$ cat src/rtl/uart_seq_if.sv
// Client byte streams plus the uart register port, bundled for the uart_seq sequencer.
// Handshake: a byte moves on a rising clk edge where valid && ready; the sender holds data stable while valid is high.
interface uart_seq_if #(
    parameter int WIDTH = 32
);
    logic             tx_valid;
    logic [7:0]       tx_data;
    logic             tx_ready;
    logic             rx_valid;
    logic [7:0]       rx_data;
    logic             rx_ready;
    logic             u_cs;
    logic             u_wen;
    logic [3:0]       u_addr;
    logic [WIDTH-1:0] u_din;
    logic [WIDTH-1:0] u_dout;

    modport master (
        input  tx_valid, tx_data, rx_ready, u_dout,
        output tx_ready, rx_valid, rx_data, u_cs, u_wen, u_addr, u_din
    );

    modport slave (
        output tx_valid, tx_data, rx_ready, u_dout,
        input  tx_ready, rx_valid, rx_data, u_cs, u_wen, u_addr, u_din
    );
endinterface

$ cat src/rtl/uart_seq.sv
// Autonomous uart register-bus master: configures the uart, then time-shares its
// register port between draining a TX byte queue and delivering received bytes.
module uart_seq #(
    parameter int WIDTH    = 32,
    parameter int CPB_INIT = 217,
    parameter int TXQ_AW   = 4
) (
    input  logic       clk,
    input  logic       reset,
    uart_seq_if.master bus,
    output logic       o_init_done,
    output logic [3:0] o_dbg_state,
    output logic       o_dbg_last_svc
);
    localparam int TXQ_DEPTH = 1 << TXQ_AW;
    localparam logic [TXQ_AW:0] TXQ_FULL = (TXQ_AW+1)'(TXQ_DEPTH);

    localparam logic [3:0] ADDR_DR    = 4'd0;
    localparam logic [3:0] ADDR_CTRL  = 4'd1;
    localparam logic [3:0] ADDR_RSTAT = 4'd2;
    localparam logic [3:0] ADDR_TSTAT = 4'd3;
    localparam logic [3:0] ADDR_CPB   = 4'd4;
    localparam logic [3:0] ADDR_RXPOP = 4'd6;

    localparam logic SVC_RX = 1'b0;
    localparam logic SVC_TX = 1'b1;

    typedef enum logic [3:0] {
        S_INIT_CPB,
        S_INIT_CTRL,
        S_IDLE,
        S_TX_POLL,
        S_TX_WRITE,
        S_TX_GUARD1,
        S_TX_GUARD2,
        S_RX_POLL,
        S_RX_READ,
        S_RX_POP
    } state_t;

    state_t r_state;
    state_t w_next;

    logic [7:0]        r_txq [TXQ_DEPTH];
    logic [TXQ_AW-1:0] r_wr_ptr;
    logic [TXQ_AW-1:0] r_rd_ptr;
    logic [TXQ_AW:0]   r_count;

    logic       r_rx_valid;
    logic [7:0] r_rx_data;
    logic       r_last_svc;
    logic       r_init_done;

    logic             w_full;
    logic             w_empty;
    logic             w_tx_ready;
    logic             w_push;
    logic             w_pop;
    logic [7:0]       w_head;
    logic             w_cs;
    logic             w_wen;
    logic [3:0]       w_addr;
    logic [WIDTH-1:0] w_din;
    logic             w_dout_unused;

    assign w_full     = (r_count == TXQ_FULL);
    assign w_empty    = (r_count == '0);
    assign w_tx_ready = ~w_full & ~reset;
    assign w_push     = bus.tx_valid & w_tx_ready;
    assign w_pop      = (r_state == S_TX_WRITE) & ~w_empty;
    assign w_head     = r_txq[r_rd_ptr];

    assign w_dout_unused = ^bus.u_dout[WIDTH-1:8];

    always_ff @(posedge clk) begin
        if (reset) begin
            r_state <= S_INIT_CPB;
        end else begin
            r_state <= w_next;
        end
    end

    // Bus signals are a pure decode of the state, so every bus state lasts one cycle.
    always_comb begin
        w_next = r_state;
        w_cs   = 1'b0;
        w_wen  = 1'b0;
        w_addr = '0;
        w_din  = '0;
        case (r_state)
            S_INIT_CPB: begin
                w_cs   = 1'b1;
                w_wen  = 1'b1;
                w_addr = ADDR_CPB;
                w_din  = WIDTH'(CPB_INIT);
                w_next = S_INIT_CTRL;
            end
            S_INIT_CTRL: begin
                w_cs   = 1'b1;
                w_wen  = 1'b1;
                w_addr = ADDR_CTRL;
                w_din  = WIDTH'(3);
                w_next = S_IDLE;
            end
            S_IDLE: begin
                // A held rx byte blocks RX service, so TX may go even after TX was last served.
                if (!w_empty && (r_last_svc == SVC_RX || r_rx_valid)) begin
                    w_next = S_TX_POLL;
                end else if (!r_rx_valid) begin
                    w_next = S_RX_POLL;
                end
            end
            S_TX_POLL: begin
                w_cs   = 1'b1;
                w_addr = ADDR_TSTAT;
                w_next = bus.u_dout[0] ? S_TX_WRITE : S_IDLE;
            end
            S_TX_WRITE: begin
                w_cs   = 1'b1;
                w_wen  = 1'b1;
                w_addr = ADDR_DR;
                w_din  = {{(WIDTH-8){1'b0}}, w_head};
                w_next = S_TX_GUARD1;
            end
            S_TX_GUARD1: w_next = S_TX_GUARD2;
            S_TX_GUARD2: w_next = S_IDLE;
            S_RX_POLL: begin
                w_cs   = 1'b1;
                w_addr = ADDR_RSTAT;
                w_next = bus.u_dout[0] ? S_RX_READ : S_IDLE;
            end
            S_RX_READ: begin
                w_cs   = 1'b1;
                w_addr = ADDR_DR;
                w_next = S_RX_POP;
            end
            S_RX_POP: begin
                w_cs   = 1'b1;
                w_wen  = 1'b1;
                w_addr = ADDR_RXPOP;
                w_next = S_IDLE;
            end
            default: w_next = S_INIT_CPB;
        endcase
    end

    assign bus.u_cs   = w_cs & ~reset;
    assign bus.u_wen  = w_wen & ~reset;
    assign bus.u_addr = reset ? '0 : w_addr;
    assign bus.u_din  = reset ? '0 : w_din;

    always_ff @(posedge clk) begin
        if (w_push) begin
            r_txq[r_wr_ptr] <= bus.tx_data;
        end
    end

    always_ff @(posedge clk) begin
        if (reset) begin
            r_wr_ptr <= '0;
            r_rd_ptr <= '0;
            r_count  <= '0;
        end else begin
            if (w_push) begin
                r_wr_ptr <= r_wr_ptr + TXQ_AW'(1);
            end
            if (w_pop) begin
                r_rd_ptr <= r_rd_ptr + TXQ_AW'(1);
            end
            case ({w_push, w_pop})
                2'b10:   r_count <= r_count + (TXQ_AW+1)'(1);
                2'b01:   r_count <= r_count - (TXQ_AW+1)'(1);
                default: r_count <= r_count;
            endcase
        end
    end

    always_ff @(posedge clk) begin
        if (reset) begin
            r_rx_valid  <= 1'b0;
            r_rx_data   <= '0;
            r_last_svc  <= SVC_RX;
            r_init_done <= 1'b0;
        end else begin
            if (r_state == S_INIT_CTRL) begin
                r_init_done <= 1'b1;
            end
            if (r_state == S_TX_POLL) begin
                r_last_svc <= SVC_TX;
            end else if (r_state == S_RX_POLL) begin
                r_last_svc <= SVC_RX;
            end
            if (r_state == S_RX_READ) begin
                r_rx_valid <= 1'b1;
                r_rx_data  <= bus.u_dout[7:0];
            end else if (r_rx_valid && bus.rx_ready) begin
                r_rx_valid <= 1'b0;
            end
        end
    end

    assign bus.tx_ready   = w_tx_ready;
    assign bus.rx_valid   = r_rx_valid;
    assign bus.rx_data    = r_rx_data;
    assign o_init_done    = r_init_done;
    assign o_dbg_state    = r_state;
    assign o_dbg_last_svc = r_last_svc;
endmodule

$ cat src/flat_wrapper.sv
// flat-port wrapper written by rule: the top's interface ports become plain ports
module uart_seq_flat 
#(
    parameter int WIDTH    = 32,
    parameter int CPB_INIT = 217,
    parameter int TXQ_AW   = 4
)
  (clk, reset, o_init_done, o_dbg_state, o_dbg_last_svc, bus_tx_valid, bus_tx_data, bus_rx_ready, bus_u_dout, bus_tx_ready, bus_rx_valid, bus_rx_data, bus_u_cs, bus_u_wen, bus_u_addr, bus_u_din);
  uart_seq_if #(.WIDTH(WIDTH)) bus_i ();
  input  logic clk;
  input  logic reset;
  output logic o_init_done;
  output logic [3:0] o_dbg_state;
  output logic o_dbg_last_svc;
  input wire logic [$bits(bus_i.tx_valid)-1:0] bus_tx_valid;
  input wire logic [$bits(bus_i.tx_data)-1:0] bus_tx_data;
  input wire logic [$bits(bus_i.rx_ready)-1:0] bus_rx_ready;
  input wire logic [$bits(bus_i.u_dout)-1:0] bus_u_dout;
  output wire logic [$bits(bus_i.tx_ready)-1:0] bus_tx_ready;
  output wire logic [$bits(bus_i.rx_valid)-1:0] bus_rx_valid;
  output wire logic [$bits(bus_i.rx_data)-1:0] bus_rx_data;
  output wire logic [$bits(bus_i.u_cs)-1:0] bus_u_cs;
  output wire logic [$bits(bus_i.u_wen)-1:0] bus_u_wen;
  output wire logic [$bits(bus_i.u_addr)-1:0] bus_u_addr;
  output wire logic [$bits(bus_i.u_din)-1:0] bus_u_din;
  assign bus_i.tx_valid = bus_tx_valid;
  assign bus_i.tx_data = bus_tx_data;
  assign bus_i.rx_ready = bus_rx_ready;
  assign bus_i.u_dout = bus_u_dout;
  assign bus_tx_ready = bus_i.tx_ready;
  assign bus_rx_valid = bus_i.rx_valid;
  assign bus_rx_data = bus_i.rx_data;
  assign bus_u_cs = bus_i.u_cs;
  assign bus_u_wen = bus_i.u_wen;
  assign bus_u_addr = bus_i.u_addr;
  assign bus_u_din = bus_i.u_din;
  uart_seq #(.WIDTH(WIDTH), .CPB_INIT(CPB_INIT), .TXQ_AW(TXQ_AW)) u_core (.clk(clk), .reset(reset), .bus(bus_i), .o_init_done(o_init_done), .o_dbg_state(o_dbg_state), .o_dbg_last_svc(o_dbg_last_svc));
endmodule
$ cat config.mk
export PLATFORM = sky130hd
export DESIGN_NAME = uart_seq_flat
export DESIGN_NICKNAME = d
export VERILOG_FILES = /design/src/rtl/uart_seq_if.sv /design/src/rtl/uart_seq.sv /design/src/flat_wrapper.sv
export SDC_FILE = /design/constraint.sdc
export NUM_CORES = 1
export LEC_CHECK = 0
export CAP_MARGIN = 30
export CELL_PAD_IN_SITES_DETAIL_PLACEMENT = 0
export CELL_PAD_IN_SITES_GLOBAL_PLACEMENT = 1
export CORE_MARGIN = 3
export CORE_UTILIZATION = 40
export CTS_CLUSTER_SIZE = 24
export DETAILED_ROUTE_END_ITERATION = 16
export GPL_TIMING_DRIVEN = 0
export PLACE_DENSITY_LB_ADDON = 0.1
export REMOVE_ABC_BUFFERS = 1
export SLEW_MARGIN = 20
export SYNTH_ARGS = -nofsm -noshare
export SYNTH_HDL_FRONTEND = slang
export SYNTH_SLANG_ARGS = --single-unit
export TNS_END_PERCENT = 10
$ cat constraint.sdc
create_clock -name clk -period 4 [get_ports clk]
set_input_delay 0.6 -clock clk [delete_from_list [all_inputs] [get_ports clk]]
set_output_delay 0.6 -clock clk [all_outputs]
set_load 0.01 [all_outputs]
==> impl_metrics.tcl <==
set metrics [dict create \
    outcome "finished, final reports clean" \
    wl_met3_um 611 \
    ir_drop_mv 0.292 \
    placed_cell_area_mm2 0.00760 \
    setup_viol 0 \
    power_density_mw_per_mm2 457 \
    syn_inst 451 \
    ant_nets 0 \
    end_kind "output port" \
    grt_pass1_wl_mm 22.4 \
    antenna_found_initial 0 \
    wirelength_met1_mm 6.68 \
    rows 47 \
    grt_pass1_vias 3751 \
    max_freq_mhz 284 \
    finalMaxSlewViolations 0 \
    place.gp.congestion 0.757 \
    multi_input_area_mm2 0.00214 \
    fillers 1463 \
    drtPass1Iterations 5 \
    clock_latency_ps 420 \
    top_layer "met4" \
    drt-initial-drc-count 236 \
    met2WireLength_mm 7.24 \
    slew-limit-headroom 0.487 \
    die-area_mm2 0.0188 \
    root_buffer "clkbuf_16" \
    cp_data_arrival_time_ps 2920 \
    drc 0 \
    grt_overflow_total 0 \
    synth_cell_types 52 \
    viasPerCell 5.23 \
    cp.buffers_inverters 1 \
    cts_hold_buf 0 \
    path_class "register to output port" \
    cts_buffer_depth 2 \
    fin_crit_sh 0.880 \
    min_period_ps 3520 \
    wl_mm 14.8 \
    cpPeakStageDelay_ps 780 \
    tightestPinTransition_ps 770 \
    fin_util 0.493 \
    num_antenna_cells 0 \
    crit_path_start_kind "register" \
    async_flop_share 0 \
    die_h_um 137 \
    cts_setup_buffers 0 \
    seq_area_mm2 0.00449 \
    final_common_cell "edfxtp_1" \
    cp_max_fo 25 \
    finClkSkew_ps 4.76 \
    mostFrequentLayoutCells "edfxtp_1, clkdlybuf4s50_1, nor2_1, dfxtp_1, nand2_1" \
    ctsResizeCount 0 \
    setup_slack_ps 479 \
    numClockSinks 160 \
    synth_top_area_frac 0.558 \
    critical_path_required_ps 3400 \
    pin_count 98 \
    wl_per_cell_um 20.0 \
    vias 3867 \
    crit_chain "mux4_2 -> nor2b_1 -> a2111oi_2 -> nor4_1 -> clkdlybuf4s50_1" \
    synth_edf_count 128 \
    start_util 0.412 \
    total_power_mw 3.76 \
    htreeDepth 4 \
    grt_max_degree 42 \
    dp.cells 709 \
    avgSynthCellArea_um2 15.3 \
    fin_area_mm2 0.00823 \
    rsz0062_at_grt "false" \
    track_usage 0.165 \
    worst_hold_path_type "register to register" \
    die_w_um 137 \
    yosysWarningCount 0 \
    p_leak_nw 2.73 \
    area_delta_synth_final_pct 19.5 \
    cpMaxStageDelayCell "dfxtp_2" \
    drv_cap 0 \
    nets 560 \
    port_buffers 48 \
    place_ws_ps 216 \
    seq_area_frac_synth 0.651 \
    hpwl_mm 10.2 \
    cpLargestDelayFamily "flip-flops" \
    drive_above_1_share 0.165 \
    core_mm2 0.0167 \
    synthFlopType "edfxtp_1" \
    hold_violations 0 \
    synth_area_leader_cell "edfxtp_1" \
    ys_seq_elements 160 \
    cts_tree "yes" \
    numCtsBuffers 17 \
    fin_cells 740 \
    synth_area_leaders "edfxtp_1, dfxtp_1, mux4_2" \
    netlist_area_mm2 0.00688 \
    clk_pin_slew_ps 60 \
]
[cell type report]
type                    count  area share
flip-flops and latches    160       0.546
multi-input cells         255       0.260
repair buffers             65      0.0803
clock buffers              19      0.0526
well taps                 220      0.0335
clock inverters            12      0.0233
inverters                   9     0.00411
[worst register-to-register path: stages, from the launching register on]
cell and delay [ps]:
dfxtp_1 390, nor4_1 620, a211oi_1 290, inv_1 140, ha_1 350, xor2_1 190
ha_1 230, a21oi_1 80, or3b_2 440, a31oi_1 210, mux2_2 350
[final timing paths]
check / start / end / slack, ps / cells after the start
max reg2reg: u_core.r_count[1] / u_core.r_count[4] / 590 / 10
max: register / bus_u_din[0] / 480 / 5
min: u_core.bus.rx_data[5] / u_core.bus.rx_data[5] / 450 / 2
min reg2reg: u_core.bus.rx_data[5] / u_core.bus.rx_data[5] / 450 / 2
[state kept, by name, indices dropped and copies added, names as in the netlist, 4 cells and up, named ones only]
signal and count:
u_core.bus.rx_data 8, u_core.r_rd_ptr 4, u_core.r_count 5, u_core.r_wr_ptr 4
u_core.o_dbg_state 4, u_core.r_txq 128
[where the power goes]
part / total, mW / leakage [nW] / switching, mW / internal [mW]
Sequential: 1.84 / 1.41 / 0.0230 / 1.82
Clock: 1.71 / 0.298 / 0.615 / 1.10
Combinational: 0.207 / 1.01 / 0.112 / 0.0953
[cells by family after synthesis]
kind of cell	count (synthesis)	synth area share
buffers and inverters	60	0.0534
xor gates and xnor gates	9	0.0115
and+or+nand+nor	112	0.0836
other	1	0.000545
muxes	51	0.136
DFF	160	0.651
AOI/OAI and AO/OA	49	0.0474
adders and majority gates	9	0.0160
[per-layer routing]
metal,vias to the layer above,global-route usage
met3,18,0.0416
met1,1953,0.225
li1,1792,-
met4,0,0.0588
met2,104,0.258
met5,-,0
[per-stage QoR]
step                TNS, ps  hold WS [ps]
finish                    0           455
global route              0           474
CTS                       0           456
detailed placement        0           449
global placement     -56380           443
floorplan                 0           474
[Yosys cell counts (9+ instances only)]
cell type and n:
dfxtp_1 32, a21oi_1 20, buf_4 25, mux2i_1 16, mux4_2 18, mux4_1 12, nor2_1 35, nand2_1 26
edfxtp_1 128, inv_1 9, clkbuf_1 9
Power figures use the tool's default switching activity.
